[config.mk]
export PLATFORM = sky130hd
export DESIGN_NAME = uc_multiciclo
export DESIGN_NICKNAME = d
export VERILOG_FILES = /design/src/rtl/uc_multiciclo.sv
export SDC_FILE = /design/constraint.sdc
export NUM_CORES = 1
export LEC_CHECK = 0
export ABC_AREA = 1
export BUFFER_PORTS_ARGS = -buffer_cell sky130_fd_sc_hd__buf_2
export CORE_MARGIN = 3
export CORE_UTILIZATION = 48
export CTS_CLUSTER_DIAMETER = 80
export DETAILED_ROUTE_END_ITERATION = 16
export GPL_TIMING_DRIVEN = 0
export PLACE_DENSITY_LB_ADDON = 0.25
export SKIP_CTS_REPAIR_TIMING = 1
export SLEW_MARGIN = 20
export SYNTH_ARGS = -nofsm -noshare
export SYNTH_HDL_FRONTEND = slang
export SYNTH_SLANG_ARGS = --single-unit
[constraint.sdc]
create_clock -name clock -period 2.6 [get_ports clock]
set_input_delay 0.26 -clock clock [delete_from_list [all_inputs] [get_ports clock]]
set_output_delay 0.26 -clock clock [all_outputs]
set_load 0.05 [all_outputs]
[src/rtl/uc_multiciclo.sv]
// Multicycle control unit for the RV64I subset datapath (add, sub, and, addi, ld, sd, beq, bne).
// Moore FSM with one Mealy term: the branch-taken PC write in BR_CMP.
module uc_multiciclo (
  input  logic       clock,
  input  logic       reset,
  input  logic [6:0] opcode,
  input  logic [2:0] funct3,
  input  logic [6:0] funct7,
  input  logic       igual,
  output logic [6:0] estado,
  output logic       PCWrite,
  output logic       PCSource,
  output logic       LoadIR,
  output logic       LoadA,
  output logic       LoadB,
  output logic       LoadAluOut,
  output logic       LoadMDR,
  output logic       RegWrite,
  output logic       MemToReg,
  output logic       DMemWr,
  output logic       AluSrcA,
  output logic [1:0] AluSrcB,
  output logic [2:0] AluFct,
  output logic [1:0] ImmSel
);

  typedef enum logic [6:0] {
    S_RESET      = 7'd0,
    S_FETCH      = 7'd1,
    S_FETCH_WAIT = 7'd2,
    S_DECODE     = 7'd3,
    S_R_EXEC     = 7'd4,
    S_WB         = 7'd5,
    S_I_EXEC     = 7'd6,
    S_ADDR       = 7'd7,
    S_LD_MEM     = 7'd8,
    S_LD_WAIT    = 7'd9,
    S_LD_WB      = 7'd10,
    S_SD_MEM     = 7'd11,
    S_BR_CMP     = 7'd12,
    S_PC_INC     = 7'd13,
    S_ILLEGAL    = 7'h7F
  } state_t;

  localparam logic [6:0] OP_R    = 7'b0110011;
  localparam logic [6:0] OP_I    = 7'b0010011;
  localparam logic [6:0] OP_LD   = 7'b0000011;
  localparam logic [6:0] OP_SD   = 7'b0100011;
  localparam logic [6:0] OP_BR   = 7'b1100011;
  localparam logic [2:0] FCT_ADD = 3'b001;
  localparam logic [2:0] FCT_SUB = 3'b010;
  localparam logic [2:0] FCT_AND = 3'b011;

  state_t     state, state_nx;
  logic [2:0] r_fct, r_fct_nx;
  logic       r_add, r_sub, r_and, r_ok;
  logic       taken;

  assign r_add = (funct3 == 3'b000) && (funct7 == 7'b0000000);
  assign r_sub = (funct3 == 3'b000) && (funct7 == 7'b0100000);
  assign r_and = (funct3 == 3'b111) && (funct7 == 7'b0000000);
  assign r_ok  = (opcode == OP_R) && (r_add || r_sub || r_and);
  assign taken = ((funct3 == 3'b000) && igual) || ((funct3 == 3'b001) && !igual);

  // The R-type ALU function is captured in DECODE so R_EXEC never looks at funct fields.
  always_ff @(posedge clock or negedge reset) begin
    if (!reset) begin
      state <= S_RESET;
      r_fct <= '0;
    end else begin
      state <= state_nx;
      r_fct <= r_fct_nx;
    end
  end

  always_comb begin
    state_nx   = state;
    r_fct_nx   = r_fct;
    PCWrite    = 1'b0;
    PCSource   = 1'b0;
    LoadIR     = 1'b0;
    LoadA      = 1'b0;
    LoadB      = 1'b0;
    LoadAluOut = 1'b0;
    LoadMDR    = 1'b0;
    RegWrite   = 1'b0;
    MemToReg   = 1'b0;
    DMemWr     = 1'b0;
    AluSrcA    = 1'b0;
    AluSrcB    = 2'd0;
    AluFct     = 3'b000;
    ImmSel     = 2'd0;

    if (state != S_RESET && state != S_ILLEGAL) begin
      case (opcode)
        OP_SD:   ImmSel = 2'd1;
        OP_BR:   ImmSel = 2'd2;
        default: ImmSel = 2'd0;
      endcase
    end

    case (state)
      S_RESET:      state_nx = S_FETCH;
      S_FETCH:      state_nx = S_FETCH_WAIT;
      S_FETCH_WAIT: begin
        LoadIR   = 1'b1;
        state_nx = S_DECODE;
      end
      S_DECODE: begin
        LoadA      = 1'b1;
        LoadB      = 1'b1;
        LoadAluOut = 1'b1;
        AluSrcB    = 2'd2;
        AluFct     = FCT_ADD;
        r_fct_nx   = r_sub ? FCT_SUB : (r_and ? FCT_AND : FCT_ADD);
        if (r_ok)                                             state_nx = S_R_EXEC;
        else if (opcode == OP_I && funct3 == 3'b000)          state_nx = S_I_EXEC;
        else if ((opcode == OP_LD || opcode == OP_SD) && funct3 == 3'b011)
                                                              state_nx = S_ADDR;
        else if (opcode == OP_BR && funct3[2:1] == 2'b00)     state_nx = S_BR_CMP;
        else                                                  state_nx = S_ILLEGAL;
      end
      S_R_EXEC: begin
        AluSrcA    = 1'b1;
        LoadAluOut = 1'b1;
        AluFct     = r_fct;
        state_nx   = S_WB;
      end
      S_I_EXEC: begin
        AluSrcA    = 1'b1;
        AluSrcB    = 2'd2;
        AluFct     = FCT_ADD;
        LoadAluOut = 1'b1;
        state_nx   = S_WB;
      end
      S_WB: begin
        RegWrite = 1'b1;
        state_nx = S_PC_INC;
      end
      S_ADDR: begin
        AluSrcA    = 1'b1;
        AluSrcB    = 2'd2;
        AluFct     = FCT_ADD;
        LoadAluOut = 1'b1;
        state_nx   = (opcode == OP_LD) ? S_LD_MEM : S_SD_MEM;
      end
      S_LD_MEM:  state_nx = S_LD_WAIT;
      S_LD_WAIT: begin
        LoadMDR  = 1'b1;
        state_nx = S_LD_WB;
      end
      S_LD_WB: begin
        RegWrite = 1'b1;
        MemToReg = 1'b1;
        state_nx = S_PC_INC;
      end
      S_SD_MEM: begin
        DMemWr   = 1'b1;
        state_nx = S_PC_INC;
      end
      S_BR_CMP: begin
        AluSrcA = 1'b1;
        AluFct  = FCT_SUB;
        if (taken) begin
          PCWrite  = 1'b1;
          PCSource = 1'b1;
          state_nx = S_FETCH;
        end else begin
          state_nx = S_PC_INC;
        end
      end
      S_PC_INC: begin
        AluSrcB  = 2'd1;
        AluFct   = FCT_ADD;
        PCWrite  = 1'b1;
        state_nx = S_FETCH;
      end
      S_ILLEGAL: state_nx = S_ILLEGAL;
      default:   state_nx = S_ILLEGAL;
    endcase
  end

  assign estado = state;

endmodule
==> flow_summary_export.csv, run 1 <==
group,metric,value,unit
clock_network,clock-sinks,7,
yosys,syn_area_per_cell,5.252,um2
setup_path,cp_max_fo,6,
yosys,seq_area_frac_synth,0.2059,
setup_path,end_kind,"output port",
clock_network,path_clk_slew,0.05,ns
floorplanning,die_y,48.10,um
sta,finalSetupViolCount,0,
setup_path,startpoint_type,"flop",
grt,antenna_found_initial,0,
floorplanning,rows,14,
setup_path,slowest_stage,"dfrtp_1",
run,drv_cap,0,
status,status,"complete, no violations",
sta,fin_crit,1.970,ns
clock_network,ctsRootBufferMaster,"clkbuf_4",
setup_path,critical_path_buf_inv_count,2,
floorplanning,fp.dieArea,0.002314,mm2
detailed_routing,dr.pass1.iters,4,
grt,grt-ovfl-total,0,
setup_path,crit_required,2.34,ns
grt,grt_pass1_vias,972,
yosys,synth_warnings,0,
clock_network,cts_buffer_depth,2,
grt,grt_max_degree,11,
power,peakVddDrop,0.2050,mV
detailed_routing,drt_iter0_drc,34,
sta,max_freq,507.6,MHz
detailed_routing,vias,1133,
final_layout,post-route-util,0.7104,
floorplanning,coreArea,0.001594,mm2
floorplanning,die_x,48.10,um
clock_network,insertion_delay,0.25,ns
yosys,synth_top_area_cell,"dfrtp_1",
final_layout,nets,231,
setup_path,cp_top_family,"simple AND/OR/NAND/NOR gates",
floorplanning,initial_core_util,0.5338,
detailed_routing,postRouteAntennaNets,0,
setup_path,crit_arrival,1.71,ns
placed_design,dp.final_hpwl,1988,um
grt,grt.total_usage,0.2129,
detailed_routing,drc_errors,0,
hold_path,worst_hold_path_type,"input port to flop",
sta,rsz0062_at_grt,"no",
clock_network,ctsHtreeMaxLevel,1,
yosys,synth-main-ff-cell,"dfrtp_1",
yosys,ys_top_cells_by_area,"dfrtp_1 (21%), nand2_1 (20%), nor2_1 (14%)",
detailed_routing,via_per_inst,4.842,
power,power.density,218.6,mW/mm2
floorplanning,ios,45,
sta,fin_crit_sh,0.7577,
setup_path,critPathMaxStageDelay,0.44,ns
grt,grt_pass1_wl,3574,um
yosys,syn_nets,182,
sta,finClkSkew,0.001848,ns
setup_path,crit_chain,"nor2_1, nand3_2, nand2_1, inv_1, o21ai_0, buf_2",
detailed_routing,wl,2325,um
placed_design,io_buffers,43,
clock_network,cts_buffers,3,
placed_design,place_congestion,0.8302,
yosys,yosys-top-cells-count,"nand2_1 (46), nor2_1 (32), inv_1 (31)",
final_layout,drive_above_1_share,0.2619,
power,p_leak,0.0007565,uW
setup_path,path_class,"flop to output port",
yosys,async_flop_share,1.000,
yosys,syn_area,850.8,um2
sta,drv_slew,0,
yosys,ys_seq_elements,7,
final_layout,diodes,0,
yosys,synth_most_common_cell,"nand2_1",
detailed_routing,routedWlPerCell,9.936,um
yosys,synth_edf_count,0,
clock_network,tritoncts,"yes",
sta,hold_viol,0,
yosys,yosysTopAreaCellShare,0.2059,
final_layout,area_delta_synth_final,33.09,%
yosys,syn_inst,162,
yosys,synth_cell_type_count,19,
sta,final.setup.tns,0,ns
final_layout,fillers,163,
==> tightest hold or removal path: cells and delay by family <==
family        cells  cell delay, ns
simple gates      3            0.20
buf+inv           1            0.10
==> power breakdown <==
part / switching, uW / total, uW / leakage [uW] / internal (uW)
Sequential: 0 / 109 / 0.0000612 / 109
Clock: 39.7 / 98.3 / 0.0000150 / 58.5
Combinational: 22.6 / 40.2 / 0.000680 / 17.6
Total: 62.3 / 248 / 0.000756 / 185
==> cell type report <==
class | instances | area (um2) | share of cell area
multi-input cells | 118 | 511.7 | 0.4519
well taps | 24 | 30.03 | 0.02652
inverters | 32 | 120.1 | 0.1061
plain buffers | 5 | 43.79 | 0.03867
clock buffers | 4 | 26.28 | 0.02320
flip-flops and latches | 7 | 175.2 | 0.1547
repair buffers | 44 | 225.2 | 0.1989
==> stage by stage <==
stage	total power [uW]	hold WS (ns)	setup WS [ns]	cell area [um2]	instances
2_1_floorplan	128.7	-0.03559	0.1414	850.8	162
3_3_place_gp	147.8	0.08987	0.9288	1096	229
3_5_place_dp	149.8	0.09882	0.9396	1096	229
4_1_cts	250.1	-0.1721	0.6624	1122	233
5_1_grt	258.2	0.3902	0.4933	1132	234
6_report	247.6	0.3478	0.6300	1132	234
==> metal layers <==
metal / routed length, um / vias up / track usage / part of all wire
met3: 115 / 4 / 0.01107 / 0.049
met1: 970 / 506 / 0.2387 / 0.42
met2: 1205 / 34 / 0.4169 / 0.52
met4: 34 / 0 / 0.07527 / 0.015
met5: 0 / - / 0 / 0
li1: - / 589 / - / -
==> worst paths after layout <==
kind,startpoint,slack (ns),end,cells past startpoint
max,estado[3],0.63,LoadAluOut,6
min,funct7[5],0.35,r_fct[0],4
max reg2reg,estado[3],1.08,estado[5],7
min reg2reg,r_fct[0],0.52,r_fct[0],2
max in group asynchronous,reset,2.07,estado[0],2
min in group asynchronous,reset,0.37,r_fct[0],2
==> cell usage in the layout, fill, tap and decap left out, types with 3 or more instances in the layout <==
cell type	instances
clkbuf_4	3
nand3_1	21
buf_4	4
buf_2	43
nand2_1	46
dfrtp_1	7
nand4_1	3
nor2_1	32
o21ai_0	5
inv_1	31
==> state kept, by name, summed over array words and instances (netlist names) <==
signal,count
r_fct,2
estado,5
==> kinds of logic (layout without fill, tap and decap cells) <==
family,count (synthesis),in the layout,share of synthesized area
AO/OA/AOI/OAI,9,9,0.05883
XOR/XNOR,1,1,0.01030
buffers and inverters,37,85,0.1926
flip-flops,7,7,0.2059
other,1,1,0.004408
AND/OR/NAND/NOR,107,107,0.5280
Power figures use the tool's default switching activity.
==> inputs of run 2 (changes only) <==
--- a/config.mk
+++ b/config.mk
@@ -8,7 +8,7 @@
 export ABC_AREA = 1
 export BUFFER_PORTS_ARGS = -buffer_cell sky130_fd_sc_hd__buf_2
 export CORE_MARGIN = 3
-export CORE_UTILIZATION = 48
+export CORE_UTILIZATION = 40
 export CTS_CLUSTER_DIAMETER = 80
 export DETAILED_ROUTE_END_ITERATION = 16
 export GPL_TIMING_DRIVEN = 0
==> constraint.sdc (replaced) <==
create_clock -name clock -period 1.7 [get_ports clock]
set_input_delay 0.17 -clock clock [delete_from_list [all_inputs] [get_ports clock]]
set_output_delay 0.17 -clock clock [all_outputs]
set_load 0.05 [all_outputs]
==> run 2 against run 1 <==
Effect of this change:
- the flow now finishes with violations (setup timing)
- clock skew is 0.0021 ns higher
- clock-buffer cell count stayed put
- design area grew 15%
- critical path type unchanged
- power rose by 53%
- clock power is 53% higher
- critical path depth is 1 lower
- highest routed layer unchanged
- largest power group unchanged
- largest cell class unchanged
- die area increased by 17%
- cell count is 2.1% higher
- first-iteration DRC count shrank 56%
- critical endpoint is now ImmSel[1]
- worst hold slack worse by 0.076 ns
==> flow_summary_export.csv, run 2 (synthesis results as in run 1) <==
group,metric,value,unit
status,status,"finished with violations",
status,violations,"setup timing",
sta,drv_slew,0,
final_layout,mostFrequentLayoutCell,"nand2_1",
clock_network,ctsRootBufferMaster,"clkbuf_4",
grt,grt_pass1_wl,3601,um
grt,grt-ovfl-total,0,
grt,grt_max_degree,11,
grt,grt.total_usage,0.1747,
sta,fin_crit,1.723,ns
final_layout,largest_reg_flops,5,
hold_path,worst_hold_path_type,"input port to asynchronous set/reset pin",
run,drv_cap,0,
sta,finClkSkew,0.003906,ns
detailed_routing,dr.pass1.iters,4,
setup_path,reg2reg_depth,9,
sta,hold_viol,0,
final_layout,drive_above_1_share,0.4009,
setup_path,cp_max_fo,6,
sta,rsz0062_at_grt,"yes",
detailed_routing,vias,1129,
final_layout,post-route-util,0.6547,
floorplanning,initial_core_util,0.4293,
sta,max_freq,580.2,MHz
sta,finalSetupViolCount,1,
power,peakVddDrop,0.3440,mV
floorplanning,fp.dieArea,0.002716,mm2
detailed_routing,postRouteAntennaNets,0,
placed_design,place_ws,0.04977,ns
floorplanning,die_x,52.12,um
setup_path,crit_required,1.53,ns
detailed_routing,via_per_inst,4.724,
sta,layout_setup_ws,-0.02341,ns
detailed_routing,drt_iter0_drc,15,
placed_design,io_buffers,43,
clock_network,clock-sinks,7,
clock_network,cts_buffers,3,
clock_network,ctsHtreeMaxLevel,1,
placed_design,place_congestion,0.8423,
final_layout,fillers,190,
final_layout,nets,233,
setup_path,path_class,"flop to output port",
power,power.density,291.6,mW/mm2
clock_network,path_clk_slew,0.05,ns
sta,final.setup.tns,-0.02341,ns
clock_network,cts_buffer_depth,2,
final_layout,diodes,0,
floorplanning,rows,16,
clock_network,insertion_delay,0.25,ns
final_layout,layout.cells.non_filler,239,
floorplanning,die_y,52.12,um
setup_path,end_kind,"output port",
clock_network,tritoncts,"yes",
detailed_routing,drc_errors,0,
sta,fin_crit_sh,1.014,
final_layout,mostFrequentLayoutCells,"nand2_1 (43), buf_2 (33), inv_1 (27)",
power,finalPower,378.4,uW
final_layout,area_delta_synth_final,52.50,%
detailed_routing,routedWlPerCell,10.12,um
power,p_leak,0.0007679,uW
grt,grt_pass1_vias,956,
placed_design,dpl.cell_count,232,
placed_design,dp.final_hpwl,2031,um
floorplanning,coreArea,0.001982,mm2
setup_path,startpoint_type,"flop",
setup_path,reg2reg_from,"estado[5]",
setup_path,crit_arrival,1.55,ns
floorplanning,ios,45,
setup_path,r2r-end,"estado[3]",
setup_path,worst-r2r-setup-slack,0.24,ns
detailed_routing,wl,2418,um
grt,antenna_found_initial,0,
run 2: layout make-up:
class / count / area (um2) / area share
multi-input combinational: 118 / 611.8 / 0.4716
timing repair buffer: 46 / 272.8 / 0.2102
sequential: 7 / 181.4 / 0.1398
inverter: 32 / 126.4 / 0.09740
buffer: 5 / 45.04 / 0.03472
tap: 27 / 33.78 / 0.02604
clock buffer: 4 / 26.28 / 0.02025
run 2: stage by stage:
| stage | hold WS (ns) | cell area, um2 |
|---|---|---|
| after floorplan | -0.1256 | 907.1 |
| after global placement | 0.0006384 | 1156 |
| after detailed placement | 0.001954 | 1156 |
| after CTS | -0.2671 | 1182 |
| after global routing | 0.2924 | 1297 |
| final | 0.2713 | 1297 |
run 2: how the worst max path moves through the flow:
stage / startpoint / to / slack, ns / depth (start not counted)
2_1_floorplan: estado[5] / AluFct[0] / -0.10 / 6
3_3_place_gp: estado[5] / ImmSel[1] / 0.09 / 5
3_5_place_dp: estado[5] / ImmSel[0] / 0.05 / 5
4_1_cts: estado[5] / ImmSel[0] / -0.23 / 5
5_1_grt: estado[3] / ImmSel[1] / -0.08 / 5
6_report: estado[3] / ImmSel[1] / -0.02 / 5
run 2: worst max-delay path, cell delays in order, from the launching register on:
cell and delay [ns]:
dfrtp_2 0.45, nor2_2 0.24, nand3_1 0.20, o31ai_4 0.15
nor2_2 0.05, clkbuf_4 0.21
run 2: power by group:
group / switching (uW) / total [uW] / internal (uW) / leakage [uW]
sequential: 0 / 167 / 167 / 0.0000597
clock: 60.1 / 150 / 89.5 / 0.0000150
combinational: 35.0 / 61.9 / 26.9 / 0.000693
run 2: metal layers:
layer,up-vias,global-route usage,part of all wire
met2,28,0.3452,0.56
met4,0,0.06550,0.0099
met1,504,0.1901,0.39
li1,595,-,-
met3,2,0.008596,0.041
met5,-,0,0
==> inputs of run 3 (changes only) <==
--- a/config.mk
+++ b/config.mk
@@ -13,7 +13,6 @@
 export DETAILED_ROUTE_END_ITERATION = 16
 export GPL_TIMING_DRIVEN = 0
 export PLACE_DENSITY_LB_ADDON = 0.25
-export SKIP_CTS_REPAIR_TIMING = 1
 export SLEW_MARGIN = 20
 export SYNTH_ARGS = -nofsm -noshare
 export SYNTH_HDL_FRONTEND = slang
==> run 3 against run 2 <==
Effect of this change:
- the run now ends clean
- global-route usage increased by 0.78 points
- first-iteration DRC count up 20%
- maximum frequency rose by 2.9%
- register-to-register slack lost 0.03 ns
- non-clock buffer count is 1 lower
- via count fell by 2.5%
- design area shrank 0.19%
- sequential share of layout area about the same
- die area stayed put
==> flow_summary_export.csv, run 3 (synthesis results as in run 1) <==
group,metric,value,unit
status,status,"complete, no violations",
hold_path,worst_hold_path_type,"input port to asynchronous set/reset pin",
grt,grtUsageMet3,0.008596,
setup_path,startpoint_type,"flop",
placed_design,place_area,0.001156,mm2
sta,fin_crit_sh,0.9850,
power,power.density,291.9,mW/mm2
placed_design,io_buffers,43,
setup_path,crit_arrival,1.50,ns
grt,grt_pass1_wl,3753,um
power,peakVddDrop,0.3439,mV
floorplanning,die_y,52.12,um
clock_network,ctsHtreeMaxLevel,1,
final_layout,mostFrequentLayoutCells,"nand2_1 (43), buf_2 (30), inv_1 (29)",
final_layout,finalInstanceArea,0.001295,mm2
power,p_leak,0.0007651,uW
setup_path,critPathMaxStageDelay,0.45,ns
placed_design,dpl.cell_count,232,
sta,hold_viol,0,
floorplanning,initial_core_util,0.4293,
grt,use_met1,0.1919,
setup_path,crit_chain,"nor2_2, nand3_4, nand2_1, inv_1, o21ai_2, buf_6",
sta,drv_slew,0,
clock_network,tritoncts,"yes",
setup_path,slowest_stage,"dfrtp_2",
floorplanning,fp.dieArea,0.002716,mm2
clock_network,cts_buffer_depth,2,
detailed_routing,drc_errors,0,
grt,use_met2,0.3703,
grt,grt.total_usage,0.1825,
setup_path,crit_required,1.53,ns
placed_design,place_congestion,0.8423,
floorplanning,ios,45,
final_layout,mostFrequentLayoutCell,"nand2_1",
final_layout,layout.cells.non_filler,238,
sta,max_freq,597.2,MHz
grt,top_usage_layer,"met2",
run,drv_cap,0,
detailed_routing,postRouteAntennaNets,0,
sta,finalSetupViolCount,0,
final_layout,drive_above_1_share,0.3791,
final_layout,largest_reg_flops,5,
final_layout,diodes,0,
floorplanning,rows,16,
placed_design,dp.final_hpwl,2031,um
floorplanning,coreArea,0.001982,mm2
floorplanning,die_x,52.12,um
clock_network,clock-sinks,7,
detailed_routing,vias,1101,
grt,grt-ovfl-total,0,
sta,rsz0062_at_grt,"yes",
power,finalPower,378.0,uW
clock_network,insertion_delay,0.25,ns
detailed_routing,routedWlPerCell,9.983,um
grt,grt_pass1_vias,977,
sta,finClkSkew,0.003493,ns
detailed_routing,drt_iter0_drc,18,
grt,antenna_found_initial,0,
clock_network,ctsRootBufferMaster,"clkbuf_4",
clock_network,cts_buffers,3,
setup_path,end_kind,"output port",
final_layout,area_delta_synth_final,52.21,%
final_layout,nets,232,
clock_network,path_clk_slew,0.05,ns
setup_path,path_class,"flop to output port",
sta,fin_crit,1.674,ns
grt,grt_max_degree,11,
sta,layout_setup_ws,0.02558,ns
setup_path,cp_max_fo,6,
placed_design,place_ws,0.04977,ns
detailed_routing,wl,2376,um
detailed_routing,dr.pass1.iters,4,
detailed_routing,via_per_inst,4.626,
sta,final.setup.tns,0,ns
==> run 3: cell types whose count changed in the layout (fill, tap and decap cells not counted) <==
cell and change:
buf_2 -3, buf_4 -2, buf_6 +1, buf_8 -1, clkbuf_4 +3, clkbuf_8 +1, inv_1 +2, inv_2 -2
nor2_1 +2, nor2_2 -2
==> run 3: per-layer routing <==
layer / share of wire / wire [um]
met3: 0.036 / 85
met5: 0 / 0
met2: 0.56 / 1333
met4: 0.010 / 24
met1: 0.39 / 932
==> run 3: worst max-delay path: cells and delay by family (launching register included) <==
kind / cells / cell delay [ns]
AND/OR/NAND/NOR: 3 / 0.49
flip-flops: 1 / 0.45
buffers and inverters: 2 / 0.24
AO/OA/AOI/OAI: 1 / 0.07
==> run 3: area by class of cell <==
class | instances | area (um2)
multi-input combinational | 118 | 606.8
clock buffer | 4 | 26.28
inverter | 32 | 126.4
sequential | 7 | 181.4
fill | 189 | 686.9
buffer | 5 | 43.79
timing repair buffer | 45 | 276.5
tap | 27 | 33.78
==> run 3: path summary, 6_finish.rpt <==
path                            startpoint    endpoint  slack, ns  cells past startpoint
worst max-delay path             estado[3]  LoadAluOut       0.03                      6
worst min-delay path                 reset    r_fct[1]       0.27                      2
worst max register to register   estado[5]   estado[3]       0.21                      9
worst min register to register    r_fct[0]    r_fct[0]       0.51                      2
max in group asynchronous            reset   estado[5]       1.27                      2
min in group clock               funct7[5]    r_fct[0]       0.29                      4
==> run 3: stage by stage <==
step / util / hold slack (ns)
floorplan: - / -0.1256
global placement: 0.5833 / 0.0006384
detailed placement: 0.5833 / 0.001954
CTS: 0.6225 / 0.2748
global route: 0.6534 / 0.2924
finish: 0.6534 / 0.2716
==> run 3: what timing repair did <==
action	CTS	global route
endpoints found under the setup margin	9	19
hold buffers	1	0
pin swaps	0	1
hold endpoints to repair	7	0
setup buffers	0	1
gates resized for setup	12	17
==> run 3: report_power, final <==
group | switching [uW] | internal (uW) | leakage, uW | total, uW
logic | 35.0 | 26.9 | 0.000690 | 61.9
clock network | 59.8 | 89.5 | 0.0000150 | 149
registers | 0 | 167 | 0.0000597 | 167
